<file path="src/rtl/bp_fe_gselect_idx_gen_if.sv">
// bp_fe_gselect_idx_gen_if: fetch/predict/resolve/update bundle for the gselect index generator
// master = frontend driving fetches and resolutions, slave = index generator
interface bp_fe_gselect_idx_gen_if #(
  parameter int bht_idx_width_p = 9,
  parameter int vaddr_width_p   = 39
);
  logic                       fetch_v_i;
  logic [vaddr_width_p-1:0]   fetch_pc_i;
  logic                       fetch_ready_o;
  logic                       r_v_o;
  logic [bht_idx_width_p-1:0] idx_r_o;
  logic                       predict_i;
  logic                       res_v_i;
  logic                       res_taken_i;
  logic                       res_ready_o;
  logic                       w_v_o;
  logic [bht_idx_width_p-1:0] idx_w_o;
  logic                       correct_o;
  logic                       mispredict_o;
  modport master (
    output fetch_v_i, fetch_pc_i, predict_i, res_v_i, res_taken_i,
    input  fetch_ready_o, r_v_o, idx_r_o, res_ready_o, w_v_o, idx_w_o, correct_o, mispredict_o
  );
  modport slave (
    input  fetch_v_i, fetch_pc_i, predict_i, res_v_i, res_taken_i,
    output fetch_ready_o, r_v_o, idx_r_o, res_ready_o, w_v_o, idx_w_o, correct_o, mispredict_o
  );
endinterface

</file>
<file path="src/rtl/bp_fe_gselect_idx_gen.sv">
// bp_fe_gselect_idx_gen: gselect predictor index generator with speculative/committed history and in-flight queue
// ports: clk_i, reset_i (sync, active-high); bus (slave): fetch req/ready, read idx, predict_i,
//        in-order resolution req/ready, update idx/correct, mispredict flush pulse
module bp_fe_gselect_idx_gen #(
  parameter int bht_idx_width_p = 9,
  parameter int ghist_width_p   = 4,
  parameter int vaddr_width_p   = 39,
  parameter int inflight_els_p  = 8
) (
  input logic clk_i,
  input logic reset_i,
  bp_fe_gselect_idx_gen_if.slave bus
);
  localparam int pw_lp  = $clog2(inflight_els_p);
  localparam int cw_lp  = pw_lp + 1;
  localparam int pcw_lp = bht_idx_width_p - ghist_width_p;
  logic [ghist_width_p-1:0]   r_spec_ghr, r_commit_ghr, w_ghr, w_commit_ghr_n;
  logic                       r_pend_v;
  logic [bht_idx_width_p-1:0] r_pend_idx;
  logic [bht_idx_width_p-1:0] r_fifo_idx [inflight_els_p];
  logic [inflight_els_p-1:0]  r_fifo_pred;
  logic [pw_lp-1:0]           r_rd, r_wr;
  logic [cw_lp-1:0]           r_cnt;
  logic                       r_w_v, r_correct, r_mispred;
  logic [bht_idx_width_p-1:0] r_idx_w;
  logic                       w_fetch, w_res, w_flush, w_push;
  logic                       w_unused_pc;
  assign w_unused_pc = ^{bus.fetch_pc_i[vaddr_width_p-1:pcw_lp+2], bus.fetch_pc_i[1:0]};
  always_comb begin
    // bypass the pending prediction so back-to-back fetches see it
    w_ghr             = r_pend_v ? {r_spec_ghr[ghist_width_p-2:0], bus.predict_i} : r_spec_ghr;
    w_commit_ghr_n    = {r_commit_ghr[ghist_width_p-2:0], bus.res_taken_i};
    bus.res_ready_o   = ~reset_i & (r_cnt != '0);
    w_res             = bus.res_v_i & bus.res_ready_o;
    w_flush           = w_res & (r_fifo_pred[r_rd] != bus.res_taken_i);
    w_push            = r_pend_v & ~w_flush;
    // pending entry reserves a slot; a pop frees one only from the next cycle
    bus.fetch_ready_o = ~reset_i & ~w_flush & ((r_cnt + cw_lp'(r_pend_v)) < cw_lp'(inflight_els_p));
    w_fetch           = bus.fetch_v_i & bus.fetch_ready_o;
    bus.r_v_o         = w_fetch;
    bus.idx_r_o       = {bus.fetch_pc_i[pcw_lp+1:2], w_ghr};
    bus.w_v_o         = r_w_v;
    bus.idx_w_o       = r_idx_w;
    bus.correct_o     = r_correct;
    bus.mispredict_o  = r_mispred;
  end
  always_ff @(posedge clk_i) begin
    if (reset_i) begin
      r_spec_ghr   <= '0;
      r_commit_ghr <= '0;
      r_pend_v     <= 1'b0;
      r_pend_idx   <= '0;
      r_rd         <= '0;
      r_wr         <= '0;
      r_cnt        <= '0;
      r_w_v        <= 1'b0;
      r_mispred    <= 1'b0;
      r_correct    <= 1'b0;
      r_idx_w      <= '0;
    end else begin
      r_w_v     <= w_res;
      r_mispred <= w_flush;
      r_pend_v  <= w_fetch;
      if (w_fetch) r_pend_idx <= bus.idx_r_o;
      if (w_res) begin
        r_idx_w      <= r_fifo_idx[r_rd];
        r_correct    <= ~w_flush;
        r_commit_ghr <= w_commit_ghr_n;
      end
      if (w_flush) begin
        r_spec_ghr <= w_commit_ghr_n;
        r_rd       <= '0;
        r_wr       <= '0;
        r_cnt      <= '0;
      end else begin
        if (w_push) begin
          r_spec_ghr <= {r_spec_ghr[ghist_width_p-2:0], bus.predict_i};
          r_wr       <= r_wr + pw_lp'(1);
        end
        if (w_res) r_rd <= r_rd + pw_lp'(1);
        r_cnt <= r_cnt + cw_lp'(w_push) - cw_lp'(w_res);
      end
    end
  end
  always_ff @(posedge clk_i) begin
    if (w_push) begin
      r_fifo_idx[r_wr]  <= r_pend_idx;
      r_fifo_pred[r_wr] <= bus.predict_i;
    end
  end
endmodule

</file>
<file path="src/flat_wrapper.sv">
// flat-port wrapper written by rule: the top's interface ports become plain ports
module bp_fe_gselect_idx_gen_flat 
#(
  parameter int bht_idx_width_p = 9,
  parameter int ghist_width_p   = 4,
  parameter int vaddr_width_p   = 39,
  parameter int inflight_els_p  = 8
)
  (clk_i, reset_i, bus_fetch_v_i, bus_fetch_pc_i, bus_predict_i, bus_res_v_i, bus_res_taken_i, bus_fetch_ready_o, bus_r_v_o, bus_idx_r_o, bus_res_ready_o, bus_w_v_o, bus_idx_w_o, bus_correct_o, bus_mispredict_o);
  bp_fe_gselect_idx_gen_if #(.bht_idx_width_p(bht_idx_width_p), .vaddr_width_p(vaddr_width_p)) bus_i ();
  input logic clk_i;
  input logic reset_i;
  input wire logic [$bits(bus_i.fetch_v_i)-1:0] bus_fetch_v_i;
  input wire logic [$bits(bus_i.fetch_pc_i)-1:0] bus_fetch_pc_i;
  input wire logic [$bits(bus_i.predict_i)-1:0] bus_predict_i;
  input wire logic [$bits(bus_i.res_v_i)-1:0] bus_res_v_i;
  input wire logic [$bits(bus_i.res_taken_i)-1:0] bus_res_taken_i;
  output wire logic [$bits(bus_i.fetch_ready_o)-1:0] bus_fetch_ready_o;
  output wire logic [$bits(bus_i.r_v_o)-1:0] bus_r_v_o;
  output wire logic [$bits(bus_i.idx_r_o)-1:0] bus_idx_r_o;
  output wire logic [$bits(bus_i.res_ready_o)-1:0] bus_res_ready_o;
  output wire logic [$bits(bus_i.w_v_o)-1:0] bus_w_v_o;
  output wire logic [$bits(bus_i.idx_w_o)-1:0] bus_idx_w_o;
  output wire logic [$bits(bus_i.correct_o)-1:0] bus_correct_o;
  output wire logic [$bits(bus_i.mispredict_o)-1:0] bus_mispredict_o;
  assign bus_i.fetch_v_i = bus_fetch_v_i;
  assign bus_i.fetch_pc_i = bus_fetch_pc_i;
  assign bus_i.predict_i = bus_predict_i;
  assign bus_i.res_v_i = bus_res_v_i;
  assign bus_i.res_taken_i = bus_res_taken_i;
  assign bus_fetch_ready_o = bus_i.fetch_ready_o;
  assign bus_r_v_o = bus_i.r_v_o;
  assign bus_idx_r_o = bus_i.idx_r_o;
  assign bus_res_ready_o = bus_i.res_ready_o;
  assign bus_w_v_o = bus_i.w_v_o;
  assign bus_idx_w_o = bus_i.idx_w_o;
  assign bus_correct_o = bus_i.correct_o;
  assign bus_mispredict_o = bus_i.mispredict_o;
  bp_fe_gselect_idx_gen #(.bht_idx_width_p(bht_idx_width_p), .ghist_width_p(ghist_width_p), .vaddr_width_p(vaddr_width_p), .inflight_els_p(inflight_els_p)) u_core (.clk_i(clk_i), .reset_i(reset_i), .bus(bus_i));
endmodule
</file>
<file path="config.mk">
export PLATFORM = sky130hd
export DESIGN_NAME = bp_fe_gselect_idx_gen_flat
export DESIGN_NICKNAME = d
export VERILOG_FILES = /design/src/rtl/bp_fe_gselect_idx_gen_if.sv /design/src/rtl/bp_fe_gselect_idx_gen.sv /design/src/flat_wrapper.sv
export SDC_FILE = /design/constraint.sdc
export NUM_CORES = 1
export LEC_CHECK = 0
export ABC_AREA = 1
export CORE_MARGIN = 2
export CORE_UTILIZATION = 49
export CTS_CLUSTER_DIAMETER = 120
export CTS_CLUSTER_SIZE = 30
export DETAILED_ROUTE_END_ITERATION = 8
export HOLD_SLACK_MARGIN = 0.12
export PLACE_DENSITY = 0.76
export SLEW_MARGIN = 5
export SYNTH_ARGS = -nofsm -noshare
export SYNTH_HDL_FRONTEND = slang
export SYNTH_SLANG_ARGS = --single-unit
export TNS_END_PERCENT = 50
</file>
<file path="constraint.sdc">
create_clock -name clk_i -period 2.55 [get_ports clk_i]
set_input_delay 0.51 -clock clk_i [delete_from_list [all_inputs] [get_ports clk_i]]
set_output_delay 0.51 -clock clk_i [all_outputs]
set_load 0.02 [all_outputs]
</file>
Word-level counts from Yosys, hierarchy flattened
Memories as Yosys holds them, arrays and structs flattened. A register that Yosys moved wholly into a read port is not among the register bits.
Index checks and enable logic that the tools add are counted.
W data, S select, Z words.
{"block": "classes", "n_eq_ne": 1, "add_sub_neg": 5, "muxes": 10, "n_reduce_logical": 4, "bitwise_logic": 9, "n_lt_le_gt_ge": 4}
{"cell": "$mux W4", "count": 3}
{"cell": "$add A4 B1 Y4", "count": 2}
{"cell": "$bwmux W8", "count": 1}
{"cell": "$lt A3 B4 Y1 const B", "count": 2}
{"cell": "$and A1 B1 Y1", "count": 7}
{"cell": "$add A3 B1 Y3 const B", "count": 2}
{"cell": "$lt A4 B4 Y1 const B", "count": 1}
{"cell": "$mux W1", "count": 4}
{"cell": "$reduce_bool A4 Y1", "count": 1}
{"cell": "$sub A4 B1 Y4", "count": 1}
{"cell": "$bmux W1 S3", "count": 1}
{"cell": "$demux W1 S3", "count": 1}
{"cell": "$ge A3 B1 Y1 const B", "count": 1}
{"cell": "$not A1 Y1", "count": 2}
{"cell": "$reduce_bool A2 Y1", "count": 1}
{"cell": "$reduce_or A2 Y1", "count": 1}
{"cell": "$logic_and A1 B1 Y1", "count": 1}
{"cell": "$ne A1 B1 Y1", "count": 1}
{"block": "word_totals", "ram_bits": 72, "ff_bits": 38, "output_inout_bits": 24, "mem_count": 1, "inputBits": 45}
{"memory": "u_core.r_fifo_idx", "depth": 8, "word_bits": 9, "rd": 1, "rd_clocked_by_memory_dff": 1, "wr": 1, "line_no": "bp_fe_gselect_idx_gen.sv:20", "source": "logic [bht_idx_width_p-1:0] r_fifo_idx [inflight_els_p];"}

Depth between registers and ports, before layout
{"block": "logic_depth", "depth_word": 8, "ltp_mapped": 14, "ltp_nobuf": 14}

Worst setup path after synthesis
No wires, ideal clock.
{"block": "synth_path", "path_type": "input to register", "startpoint": "in reset_i", "endpoint": "reg u_core.r_cnt[2]", "setup_slack_ps": 60, "path_stages": 13, "t_arrival_ps": 2374, "setup_time_ps": 117, "path_cell_list": "buf_2 inv_2 nand2_1 nor2_2 buf_4 buf_2 ha_1 inv_1 ha_1 inv_1 fa_1 xor2_1 nor2_1"}
{"block": "synth_via", "elab_chain_len": 8, "word_cells_on_any_way": 9, "classes_between": "add/sub (2); bitwise (6); reduce/logical (1)"}
{"element": "start: declaration", "line_no": "flat_wrapper.sv:12", "source": "input logic reset_i;"}
{"element": "$not A1 Y1 (*)", "line_no": "bp_fe_gselect_idx_gen.sv:33", "source": "bus.res_ready_o = ~reset_i & (r_cnt != '0);"}
{"element": "$and A1 B1 Y1 (*)", "line_no": "bp_fe_gselect_idx_gen.sv:33"}
{"element": "$and A1 B1 Y1 (*)", "line_no": "bp_fe_gselect_idx_gen.sv:34", "source": "w_res = bus.res_v_i & bus.res_ready_o;"}
{"element": "net u_core.w_res", "line_no": "bp_fe_gselect_idx_gen.sv:26", "source": "logic w_fetch, w_res, w_flush, w_push;"}
{"element": "$and A1 B1 Y1", "line_no": "bp_fe_gselect_idx_gen.sv:35", "source": "w_flush = w_res & (r_fifo_pred[r_rd] != bus.res_taken_i);"}
{"element": "$not A1 Y1", "line_no": "bp_fe_gselect_idx_gen.sv:36", "source": "w_push = r_pend_v & ~w_flush;"}
{"element": "$and A1 B1 Y1", "line_no": "bp_fe_gselect_idx_gen.sv:36"}
{"element": "$add A4 B1 Y4", "line_no": "bp_fe_gselect_idx_gen.sv:81", "source": "r_cnt <= r_cnt + cw_lp'(w_push) - cw_lp'(w_res);"}
{"element": "$sub A4 B1 Y4", "line_no": "bp_fe_gselect_idx_gen.sv:81"}
{"element": "end signal: assignment", "line_no": "bp_fe_gselect_idx_gen.sv:81"}
{"element": "end: declaration", "line_no": "bp_fe_gselect_idx_gen.sv:23", "source": "logic [cw_lp-1:0] r_cnt;"}
Mark *: on every way through the listed nets, which the timed path passes. The rest lies on a longest branch.
A chain may end at the register's enable or synchronous reset.

Worst setup path after layout
{"block": "layout_path", "startpoint": "reg u_core.r_rd[0]", "endpoint": "out bus_r_v_o"}
{"block": "layout_via", "elab_chain_len": 8}
{"element": "start: declaration", "line_no": "bp_fe_gselect_idx_gen.sv:22", "source": "logic [pw_lp-1:0] r_rd, r_wr;"}
{"element": "start signal: assignment", "line_no": "bp_fe_gselect_idx_gen.sv:80", "source": "if (w_res) r_rd <= r_rd + pw_lp'(1);"}
{"element": "$bmux W1 S3", "line_no": "bp_fe_gselect_idx_gen.sv:35"}
{"element": "$mux W1 (not written as such)", "line_no": "bp_fe_gselect_idx_gen.sv:35"}
{"element": "$ne A1 B1 Y1", "line_no": "bp_fe_gselect_idx_gen.sv:35"}
{"element": "$and A1 B1 Y1", "line_no": "bp_fe_gselect_idx_gen.sv:35"}
{"element": "$not A1 Y1", "line_no": "bp_fe_gselect_idx_gen.sv:38", "source": "bus.fetch_ready_o = ~reset_i & ~w_flush & ((r_cnt + cw_lp'(r_pend_v)) < cw_lp'(inflight_els_p));"}
{"element": "$and A1 B1 Y1 (2 in series)", "line_no": "bp_fe_gselect_idx_gen.sv:38"}
{"element": "$and A1 B1 Y1", "line_no": "bp_fe_gselect_idx_gen.sv:39", "source": "w_fetch = bus.fetch_v_i & bus.fetch_ready_o;"}
{"element": "end: declaration", "line_no": "flat_wrapper.sv:19", "source": "output wire logic [$bits(bus_i.r_v_o)-1:0] bus_r_v_o;"}
Every way passes these cells. The select of a mux whose other input is x is not followed.

==> metrics.cfg <==
[status]
outcome = finished clean

[layout]
drive_gt1_share_pct = 17.1
layout_common_cells = edfxtp_1, nor2_1, nand2_1
final_util_pct = 61.9
postLayoutCellArea_um2 = 5990
layout_commonest_cell = edfxtp_1
antennaDiodeCount = 0
fin_nets = 562
synthToLayoutAreaGrowth_pct = 24.0

[global_routing]
overflow = 0
antenna_found_initial = 0
grt_max_degree = 38
grt_usage_pct = 21.7
grt_pass1_vias = 3284
grt_pass1_wl_mm = 16.4

[clock_tree]
clock-root-buffer = clkbuf_8
clk_path_buf_depth = 2
postCtsHoldBufs = 0
clkLatencyLatePin_ns = 0.52
cts_made_buffers = 17
cts_tree = yes
clk_pin_slew_ns = 0.06
htreeDepth = 4
cts_num_sinks = 119

[placed_design]
hpwl_mm = 6.63
post_dp_cell_area_um2 = 5460
gp_congestion = 0.798
io_buffers = 34

[pwr]
irDropWorstVdd_mv = 0.614
p_seq_share_pct = 43.5
p_leak_nw = 2.32
pwr-share-comb_pct = 18.6
power.density_nw_per_um2 = 905
power.switching_w = 0.00158
p_int_w = 0.00384
power_w = 0.00542
switching_share_pct = 29.1
p_clk_share_pct = 37.9

[logic_synthesis]
post_synth_num_cell_types = 32
syn-num-nets = 500
synth_compound_area_share_pct = 11.1
syn-cell-area_um2 = 4830
yosysWarnings = 0
synth-seq-cells = 119
synth_top_family_by_area = simple AND/OR/NAND/NOR gates
synth_mux_area_share_pct = 0.233
syn_inst = 446
synth-adder-area-share_pct = 2.49
ys_seq_area_share_pct = 65.9
synth_xor_area_share_pct = 0.544
synthSimpleGateAreaFrac_pct = 13.1
syn_area_per_cell_um2 = 10.8

[critical_path]
end_kind = primary output
worst-path-buf-inv = 3
crit_chain = inv_2, nand2_1, nand3_1, nand3_1, nand3_2, nand3_4, nand4_2, inv_1, clkdlybuf4s15_2
slowest_delay_ns = 0.41
crit_arrival_ns = 1.95
critical_path.max_fanout = 9
worstSetupStartpointType = flop
cp.required_ns = 2.04
cp_slowest_cell = dfxtp_4
path_delay_family = simple AND/OR/NAND/NOR gates
path_class = flop to primary output
cpMostUsedCell = nand3_1

[timing]
skew_ns = 0.00544
max_slew_margin_pct = 66.6
finalCriticalPeriod_ns = 2.46
fmax_ghz = 0.407
tightest_slew_ns = 0.501
setup_viol = 0
drv_slew = 0
setup_tns_ns = 0
period_share_pct = 96.4
rsz0062_at_grt = yes
hold_viol = 0
hold_ws_ns = 0.464

[route]
drc_errors = 0
drt-total-wl_mm = 10.4
avgViaCountPerCell = 5.16
first_pass_iters = 4
drtAntennaViolNets = 0
drt_first_iter_violations = 255
wl_per_cell_um = 15.9
vias = 3372

[floorplanning]
row_count = 36
design.die.area_um2 = 10700
core_um2 = 9680
die_w_um = 103
dieHeight_um = 103
io_pins = 69
start_util_pct = 49.9

[worst_hold_path]
holdCritPathClass = flop to flop

[run]
drv_cap = 0

[repair_timing]
action	4_1_cts	5_1_grt
gates resized for setup	11	6
endpoints found under the setup margin	6	4
gates cloned	0	0
setup buffers	0	0
[metal layers]
metal  up-vias  track usage [%]  wire, um
li1       1650                -         -
met1      1595             26.0      4260
met2       108             36.9      5400
met3        19             6.18       589
met4         0             9.21       177
met5         -                0         0
[sequential cells by signal, summed over array words and instances (netlist names)]
signal                   cells
u_core.r_cnt                 4
u_core.r_commit_ghr          3
u_core.bus.correct_o         1
u_core.r_spec_ghr            4
u_core.r_rd                  3
u_core.r_fifo_pred           8
u_core.r_pend_v              1
u_core.bus.mispredict_o      1
u_core.bus.idx_w_o           9
u_core.r_wr                  3
u_core.bus.w_v_o             1
u_core.r_fifo_idx           72
u_core.r_pend_idx            9
[worst register-to-register path, delay by kind of cell (launching register included)]
kind,cells,cell delay [ns]
adders and majority gates,2,0.55
DFF,1,0.41
buffers and inverters,4,0.37
and+or+nand+nor,7,0.63
xor gates and xnor gates,1,0.17
[path summary, 6_finish.rpt]
kind                                                         start                                 end  slack [ns]  cells after the start
worst min register to register  u_core.bus.idx_w_o[3]$_SDFFE_PP0P_  u_core.bus.idx_w_o[3]$_SDFFE_PP0P_        0.46                      2
worst min-delay path            u_core.bus.idx_w_o[3]$_SDFFE_PP0P_  u_core.bus.idx_w_o[3]$_SDFFE_PP0P_        0.46                      2
worst max-delay path                   u_core.r_rd[0]$_SDFFE_PP0P_                           bus_r_v_o        0.09                      9
worst max register to register         u_core.r_rd[0]$_SDFFE_PP0P_          u_core.r_cnt[2]$_SDFF_PP0_        0.30                     14
[power groups by stage]
stage / Combinational [W] / Sequential, W / Clock, W
global placement: 0.000963 / 0.00237 / 0
floorplan: 0.000638 / 0.00238 / 0
CTS: 0.00101 / 0.00235 / 0.00208
global route: 0.00113 / 0.00237 / 0.00216
detailed placement: 0.00100 / 0.00239 / 0
finish: 0.00101 / 0.00236 / 0.00206
[final cells by class]
cell class | count | area [um^2]
Clock buffer | 18 | 418
Tap cell | 133 | 166
Sequential cell | 119 | 3190
Inverter | 44 | 165
Timing Repair Buffer | 71 | 616
Clock inverter | 14 | 103
Multi-Input combinational cell | 255 | 1330
Fill cell | 738 | 3690
[cells by family (layout without fill, tap and decap cells)]
family                     after synthesis  in the layout
AOI/OAI and AO/OA                       92             92
xor gates and xnor gates                 3              3
adders and majority gates                9              9
buffers and inverters                   72            147
DFF                                    119            119
muxes                                    1              1
and+or+nand+nor                        150            150
[cells in the mapped netlist]
cell / number / share of area [%]
nand2_4: 1 / 0.23
nor2_1: 69 / 5.4
o221ai_1: 9 / 1.6
nand3_1: 9 / 0.93
or2_2: 1 / 0.13
o22ai_1: 9 / 1.2
clkbuf_1: 9 / 0.70
buf_6: 2 / 0.47
edfxtp_1: 80 / 50
clkbuf_2: 1 / 0.10
fa_1: 1 / 0.41
o211ai_1: 9 / 1.4
inv_2: 3 / 0.23
buf_2: 6 / 0.62
nand3_4: 1 / 0.36
nand2_1: 62 / 4.8
dfxtp_1: 39 / 16
buf_1: 2 / 0.16
a21oi_1: 17 / 1.8
inv_1: 41 / 3.2
nand4_2: 1 / 0.26
a21oi_2: 1 / 0.18
ha_1: 8 / 2.1
o21a_1: 1 / 0.16
o21ai_0: 46 / 4.8
xor2_1: 3 / 0.54
nand3_2: 2 / 0.41
mux2_2: 1 / 0.23
nand2_2: 2 / 0.26
nor2_2: 1 / 0.13
or2_4: 1 / 0.18
buf_4: 8 / 1.2
[per-stage QoR]
step | instances | setup slack (ns)
final | 654 | 0.0910
after floorplan | 446 | 0.0595
after CTS | 654 | 0.0170
after global placement | 622 | -0.143
after global routing | 654 | -0.00592
after detailed placement | 622 | -0.144
Power figures use the tool's default switching activity.
